==> config.mk <==
export PLATFORM = sky130hd
export DESIGN_NAME = score_entry_avg
export DESIGN_NICKNAME = d
export VERILOG_FILES = /design/src/rtl/score_entry_avg.sv
export SDC_FILE = /design/constraint.sdc
export NUM_CORES = 1
export LEC_CHECK = 0
export CAP_MARGIN = 20
export CORE_MARGIN = 2
export CORE_UTILIZATION = 56
export DETAILED_ROUTE_END_ITERATION = 16
export HOLD_SLACK_MARGIN = 0.06
export PLACE_DENSITY = 0.76
export SYNTH_ARGS = -nofsm -noshare
export SYNTH_HDL_FRONTEND = slang
export SYNTH_SLANG_ARGS = --single-unit
==> constraint.sdc <==
create_clock -name clk -period 4.2 [get_ports clk]
set_input_delay 0.84 -clock clk [delete_from_list [all_inputs] [get_ports clk]]
set_output_delay 0.84 -clock clk [all_outputs]
set_load 0.01 [all_outputs]
==> src/rtl/score_entry_avg.sv <==
// Score entry block: assembles two-digit BCD scores and keeps a running sum and count.
// A subtractive divider produces the integer average.
module score_entry_avg #(
   parameter int MAX_SCORES = 15,
   parameter int CNT_W      = 4,
   parameter int SUM_W      = 11
) (
   input  logic             clk,
   input  logic             reset_n,
   input  logic [3:0]       digit,
   input  logic             enter_btn,
   input  logic             clear_btn,
   input  logic             show_avg,
   output logic [6:0]       score,
   output logic             busy,
   output logic             tens_phase,
   output logic             err,
   output logic [CNT_W-1:0] count
);

   typedef enum logic [1:0] {
      GET_TENS = 2'd0,
      GET_ONES = 2'd1,
      DIVIDE   = 2'd2
   } state_t;

   // Button conditioning; bit 0 = enter, bit 1 = clear
   logic [1:0] sync1_q, sync1_d;
   logic [1:0] sync2_q, sync2_d;
   logic [1:0] prev_q, prev_d;
   logic [1:0] pulse_q, pulse_d;
   logic       enter_p;
   logic       clear_p;

   state_t           state_q, state_d;
   logic             div_init_q, div_init_d;
   logic [3:0]       tens_q, tens_d;
   logic [6:0]       last_q, last_d;
   logic [6:0]       avg_q, avg_d;
   logic [6:0]       quot_q, quot_d;
   logic [SUM_W-1:0] sum_q, sum_d;
   logic [SUM_W-1:0] rem_q, rem_d;
   logic [CNT_W-1:0] count_q, count_d;
   logic             err_q, err_d;
   logic [6:0]       score_q, score_d;

   logic [6:0]       last_calc;
   logic             digit_bad;
   logic             count_full;

   always_comb begin
      sync1_d = {clear_btn, enter_btn};
      sync2_d = sync1_q;
      prev_d  = sync2_q;
      pulse_d = sync2_q & ~prev_q;
   end

   assign enter_p = pulse_q[0];
   assign clear_p = pulse_q[1];

   assign last_calc  = ({3'b000, tens_q} * 7'd10) + {3'b000, digit};
   assign digit_bad  = (digit > 4'd9);
   assign count_full = (count_q == CNT_W'(MAX_SCORES));

   always_comb begin
      state_d    = state_q;
      div_init_d = div_init_q;
      tens_d     = tens_q;
      last_d     = last_q;
      avg_d      = avg_q;
      quot_d     = quot_q;
      sum_d      = sum_q;
      rem_d      = rem_q;
      count_d    = count_q;
      err_d      = 1'b0;

      if (clear_p) begin
         state_d    = GET_TENS;
         div_init_d = 1'b0;
         last_d     = '0;
         avg_d      = '0;
         quot_d     = '0;
         sum_d      = '0;
         rem_d      = '0;
         count_d    = '0;
      end else begin
         case (state_q)
            GET_TENS: begin
               if (enter_p) begin
                  if (digit_bad || count_full) begin
                     err_d = 1'b1;
                  end else begin
                     tens_d  = digit;
                     state_d = GET_ONES;
                  end
               end
            end
            GET_ONES: begin
               if (enter_p) begin
                  if (digit_bad) begin
                     err_d = 1'b1;
                  end else begin
                     last_d     = last_calc;
                     sum_d      = sum_q + SUM_W'(last_calc);
                     count_d    = count_q + CNT_W'(1);
                     div_init_d = 1'b1;
                     state_d    = DIVIDE;
                  end
               end
            end
            DIVIDE: begin
               // First divide cycle loads the remainder from the freshly updated sum
               if (div_init_q) begin
                  rem_d      = sum_q;
                  quot_d     = '0;
                  div_init_d = 1'b0;
               end else if (rem_q >= SUM_W'(count_q)) begin
                  rem_d  = rem_q - SUM_W'(count_q);
                  quot_d = quot_q + 7'd1;
               end else begin
                  avg_d   = quot_q;
                  state_d = GET_TENS;
               end
            end
            default: begin
               state_d = GET_TENS;
            end
         endcase
      end
   end

   // Score is frozen for the whole divide so the display never shows a partial result
   always_comb begin
      score_d = show_avg ? avg_q : last_q;
      if (state_q == DIVIDE) begin
         score_d = score_q;
      end
   end

   always_ff @(posedge clk or negedge reset_n) begin
      if (!reset_n) begin
         sync1_q    <= '0;
         sync2_q    <= '0;
         prev_q     <= '0;
         pulse_q    <= '0;
         state_q    <= GET_TENS;
         div_init_q <= 1'b0;
         tens_q     <= '0;
         last_q     <= '0;
         avg_q      <= '0;
         quot_q     <= '0;
         sum_q      <= '0;
         rem_q      <= '0;
         count_q    <= '0;
         err_q      <= 1'b0;
         score_q    <= '0;
      end else begin
         sync1_q    <= sync1_d;
         sync2_q    <= sync2_d;
         prev_q     <= prev_d;
         pulse_q    <= pulse_d;
         state_q    <= state_d;
         div_init_q <= div_init_d;
         tens_q     <= tens_d;
         last_q     <= last_d;
         avg_q      <= avg_d;
         quot_q     <= quot_d;
         sum_q      <= sum_d;
         rem_q      <= rem_d;
         count_q    <= count_d;
         err_q      <= err_d;
         score_q    <= score_d;
      end
   end

   assign score      = score_q;
   assign busy       = (state_q == DIVIDE);
   assign tens_phase = (state_q == GET_TENS);
   assign err        = err_q;
   assign count      = count_q;

endmodule

# [Word level (Yosys, flattened, before mapping)]
# Index checks and enable logic that the tools add are counted.
# Widths: inputs -> output; s select.
[word_totals] input_bits=9 ff_bits=70
[op_classes] n_lt_le_gt_ge=2 eq_ne=12 n_bitwise=4 addsub=5 muxes=43 n_reduce_logical=13 n_mul=1
[ops] operator="$mux 7" n=13
[ops] operator="$mux 11" n=8
[ops] operator="$mux 4" n=4
[ops] operator="$ne 3x3->1 const B" n=5
[ops] operator="$mux 2" n=7
[ops] operator="$add 11x7->11" n=1
[ops] operator="$ge 11x4->1" n=1
[ops] operator="$sub 11x4->11" n=1
[ops] operator="$reduce_and 3->1" n=3
[ops] operator="$mux 1" n=8
[ops] operator="$add 7x1->7 const B" n=1
[ops] operator="$add 7x4->7" n=1
[ops] operator="$mul 4x3->6 const B" n=1
[ops] operator="$ne 2x2->1 const B" n=3
[ops] operator="$pmux 2 s3" n=1
[ops] operator="$reduce_and 6->1" n=1
[ops] operator="$reduce_bool 2->1" n=3
[ops] operator="$reduce_bool 3->1" n=2
[ops] operator="$add 4x1->4 const B" n=1
[ops] operator="$eq 4x4->1 const B" n=1
[ops] operator="$gt 4x4->1 const B" n=1
[ops] operator="$pmux 1 s2" n=2
[ops] operator="$reduce_and 4->1" n=1
[ops] operator="$ne 3x1->1 const B" n=1
[ops] operator="8 further kinds" n=9

# [Logic depth before layout (Yosys ltp)]
[logic_depth] ltp_word=7 depth_mapped=11 ltp_nobuf=11

# [Worst setup path after synthesis]
# No wires, ideal clock.
[synth_path] path_type="input -> register" from="input digit[1]" to="register sum_q[8]" arrival_ns=2.921 slack_ns=1.154 stages=9 n_path_buf=0 required_time_ns=4.075 setup_time_ns=0.125 cell_sequence="ha_1 fa_1 xor2_1 ha_1 o21ai_0 a21oi_1 nor4_1 nor4b_1 mux2_2"
[synth_between] elab_chain_cells=6 elab_cells_between_ends=9
[synth_rtl] item="start, declared" line="10" text="input logic [3:0] digit,"
[synth_rtl] item="$add 7x4->7" line="61" text="assign last_calc = ({3'b000, tens_q} * 7'd10) + {3'b000, digit};"
[synth_rtl] item="$add 11x7->11" line="104" text="sum_d = sum_q + SUM_W'(last_calc);"
[synth_rtl] item="$mux 11" line="100" text="if (digit_bad) begin"
[synth_rtl] item="$mux 11" line="99" text="if (enter_p) begin"
[synth_rtl] item="$mux 11" line="87" text="case (state_q)"
[synth_rtl] item="$mux 11" line="77" text="if (clear_p) begin"
[synth_rtl] item="end signal, assigned" line="168" text="sum_q <= sum_d;"
[synth_rtl] item="end, declared" line="41" text="logic [SUM_W-1:0] sum_q, sum_d;"
# Parallel ways exist; a longest one is shown, timed or not. The select of a mux whose other input is x is not followed.
# A chain may end at the register's enable or synchronous reset.

# [Worst setup path in the final report]
[layout_path] from="input digit[2]" to="register sum_q[10]"
# Same word-level chain as after synthesis.

==> results by group <==
Place
  – GPL Wtd Cong: 0.824
  – Placed cell count: ~460
  – DP HPWL: just over 6 mm
  – IO Port Bufs: 22

Setup path
  – Critical path's slowest cell: clkdlybuf4s50_1
  – CP Class: in -> reg
  – CP max FO: 4
  – Delay of the slowest cell on the worst path: between 0.5 and 0.6 ns
  – Startpoint types: input pin
  – Worst EP arrival: roughly 3.6 ns
  – CP endpoint kind: flop
  – Crit path cell chain: clkdlybuf4s50_1, ha_1, a21o_1, a21oi_1, xnor2_1, ha_1, o21ai_0, a21oi_1, nor4_1, nor4_1, mux2_2
  – Req. time, crit path: 4.44 ns

Power
  – Comb pwr share: between 30% and 40%
  – Clock power share: about a quarter
  – Leak: roughly 1.9 nW
  – PwrDens: between 500 and 600 nW/um^2
  – Peak supply drop: 0.261 mV
  – Internal: 1.40 mW
  – Psw: between 0.8 and 0.9 mW
  – Power consumption: between 2 and 2.5 mW
  – Share of power burned in registers: ~37%
  – Sw frac: a little under two fifths

Clock network
  – CTS clk-pin slew, worst paths: around 0.070 ns
  – Post_cts resized: 0
  – Post-CTS setup repair buffer count: 0
  – Hold buffer count at cts: 0
  – Skew-Pair Late Insertion Delay: 0.36 ns
  – Clock sinks: 70
  – Clock Tree Buf Depth: 2
  – H-Tree Depth: 3
  – CTS tree: yes
  – Total CTS buffers: 9
  – Root Driver: clkbuf_8

Floorplan
  – Initial core utilization: between 50% and 60%
  – Row cnt: 30
  – Height of the chip: 87.1 um
  – Die W: 87.1 um
  – Die area: roughly 7600 um^2
  – Ports: 23
  – Core Region: 6760 um^2

GRT
  – GRT overflow: 0
  – Initial antenna violation count: 0
  – Most Crowded Layer GR: met2
  – Met3 GRT Util: under 10%
  – Largest net degree at the start of global routing: 33
  – Vias in the first global route: 2783
  – M2 GR Usage: roughly 37%
  – Global-route usage over all layers: 23.9%
  – Global Route met1 Usage: about a third
  – Global-route wire length before repair: 13.8 mm

Timing
  – Final worst-path cycle share: between 80% and 90%
  – Final TNS setup: 0 ns
  – Clk_skew: ~0.012 ns
  – Measured slew at the worst slew-check pin: 0.971 ns
  – Slew Limit Fails: 0
  – RSZ-0062 raised after global routing: false
  – Final min period: approximately 3.4 ns
  – Slew HR: approximately a third
  – F_max: approximately 290 MHz
  – Hold WS: 0.357 ns
  – Final Setup Violations: 0
  – Final hold violation count: 0

Cells and area
  – Layout area overhead: 11.3%
  – Fin cells: approximately 480
  – Nets: ~420
  – ANT cells: 0
  – Final core occ: between 60 and 70%
  – Fraction of layout cells with a size suffix above 1: roughly a tenth
  – Most frequent cells in the layout: 70 x dfrtp_1, 32 x o21ai_0, 28 x nand2_1
  – Commonest non-fill, non-tap cell in the layout: dfrtp_1

Min path
  – Hold WC Path Type: reg -> reg

Synth
  – Yosys warning total: 0
  – Post-synth design cell area: 3870 um^2
  – Async S/R FF share, synth: 100%
  – Synthesized net count: around 410
  – Main flop type after synthesis: dfrtp_1
  – Post-synth top area share: between 40% and 50%
  – Seq cells post-synth: 70
  – Number of flops mapped to enable cells by yosys: 0
  – Syn Inst Count: between 300 and 400
  – Cell taking the most area after synthesis: dfrtp_1
  – Top cells by area, synth: dfrtp_1 45%, ha_1 6.1%, o21ai_0 4.1%, a22o_1 3.2%, xnor2_1 2.9%
  – Register area share after synthesis: 45.3%
  – Cell variety after synth: 54
  – Mapped Avg Cell Area: roughly 10 um^2

Route
  – Drt pass-1 iters: 4
  – DRT Wirelength: 8.30 mm
  – Residual DRC count: 0
  – Vias post-DR: between 2000 and 3000
  – Initial drt markers: 153
  – Wirelength per Cell: between 15 and 20 um
  – Remaining antenna violation count after routing: 0
  – Vias per cell: 6.22

Status
  – Outcome: complete, no violations

Flow run
  – Max Cap Viol: 0
## logic make-up after synthesis
kind of cell               synth area share (%)
and+or+nand+nor                            15.7
AOI/OAI and AO/OA                          19.1
DFF                                        45.3
buffers and inverters                      3.65
adders and majority gates                  8.21
muxes                                      4.66
xor gates and xnor gates                   3.39
## registers in the layout, indices dropped and copies added, names as in the netlist
| name | count |
|---|---|
| rem_q | 11 |
| sync1_q | 2 |
| last_q | 7 |
| avg_q | 7 |
| pulse_q | 2 |
| prev_d | 2 |
| prev_q | 2 |
| score | 7 |
| count | 4 |
| state_q | 2 |
| quot_q | 7 |
| div_init_q | 1 |
| err | 1 |
| sum_q | 11 |
| tens_q | 4 |
## final cells by class
class	count	area [um^2]
clock buffer	9	124
clock inverter	7	75.1
fill	531	2450
inverter	11	41.3
multi-input combinational	275	1980
sequential	70	1750
tap	80	100
timing repair buffer	25	238
## synth_stat cells, types with 3 or more instances
library cell	count
nor2_1	25
dfrtp_1	70
nor3_1	5
a21oi_1	17
mux2i_1	9
xnor2_1	13
ha_1	19
or3_1	4
nand2_1	28
a21o_1	8
nand2b_1	7
o21a_1	3
clkbuf_1	12
o31ai_1	7
a211oi_1	4
nor2b_1	6
mux2_2	8
nor4b_1	5
o21ai_0	32
nor4_1	4
and3_1	5
inv_1	11
fa_1	4
a32o_1	5
a22o_1	14
nand3_1	13
## metrics by stage
stage,setup slack [ns],cell area [um^2]
finish,0.806,4310
global placement,0.560,4110
detailed placement,0.443,4110
global route,0.627,4310
CTS,0.817,4310
floorplan,1.15,3870
## routing by layer
layer | vias up | share of wire [%]
met2 | 74 | 47
met4 | 0 | 1.9
met1 | 1466 | 46
li1 | 1414 | -
met3 | 13 | 4.8
met5 | - | 0
## worst max-delay path, delay by kind of cell
kind	cells	cell delay [ns]
compound gates	4	0.72
xor+xnor	1	0.13
fa+ha+maj	2	0.60
buf+inv	1	0.56
mux	1	0.37
simple gates	2	0.42
## path summary, 6_finish.rpt
kind | depth (start not counted) | to | slack (ns) | start
worst max-delay path | 11 | sum_q[10]$_DFFE_PN0P_ | 0.81 | digit[2]
worst min-delay path | 0 | prev_d[1]$_DFF_PN0_ | 0.36 | sync1_q[1]$_DFF_PN0_
worst max register to register | 11 | sum_q[10]$_DFFE_PN0P_ | 1.01 | tens_q[1]$_DFFE_PN0P_
worst min register to register | 0 | prev_d[1]$_DFF_PN0_ | 0.36 | sync1_q[1]$_DFF_PN0_
max in group asynchronous | 2 | score[5]$_DFFE_PN0N_ | 2.96 | reset_n
min in group asynchronous | 1 | quot_q[2]$_DFFE_PN0P_ | 0.47 | reset_n
## power groups by stage
| stage | sequential, mW | clock [mW] | combinational (mW) |
|---|---|---|---|
| after CTS | 0.828 | 0.552 | 0.855 |
| after floorplan | 0.806 | 0 | 0.692 |
| after global routing | 0.838 | 0.586 | 0.968 |
| final | 0.830 | 0.549 | 0.855 |
| after detailed placement | 0.841 | 0 | 0.846 |
| after global placement | 0.839 | 0 | 0.816 |
Power figures use the tool's default switching activity.
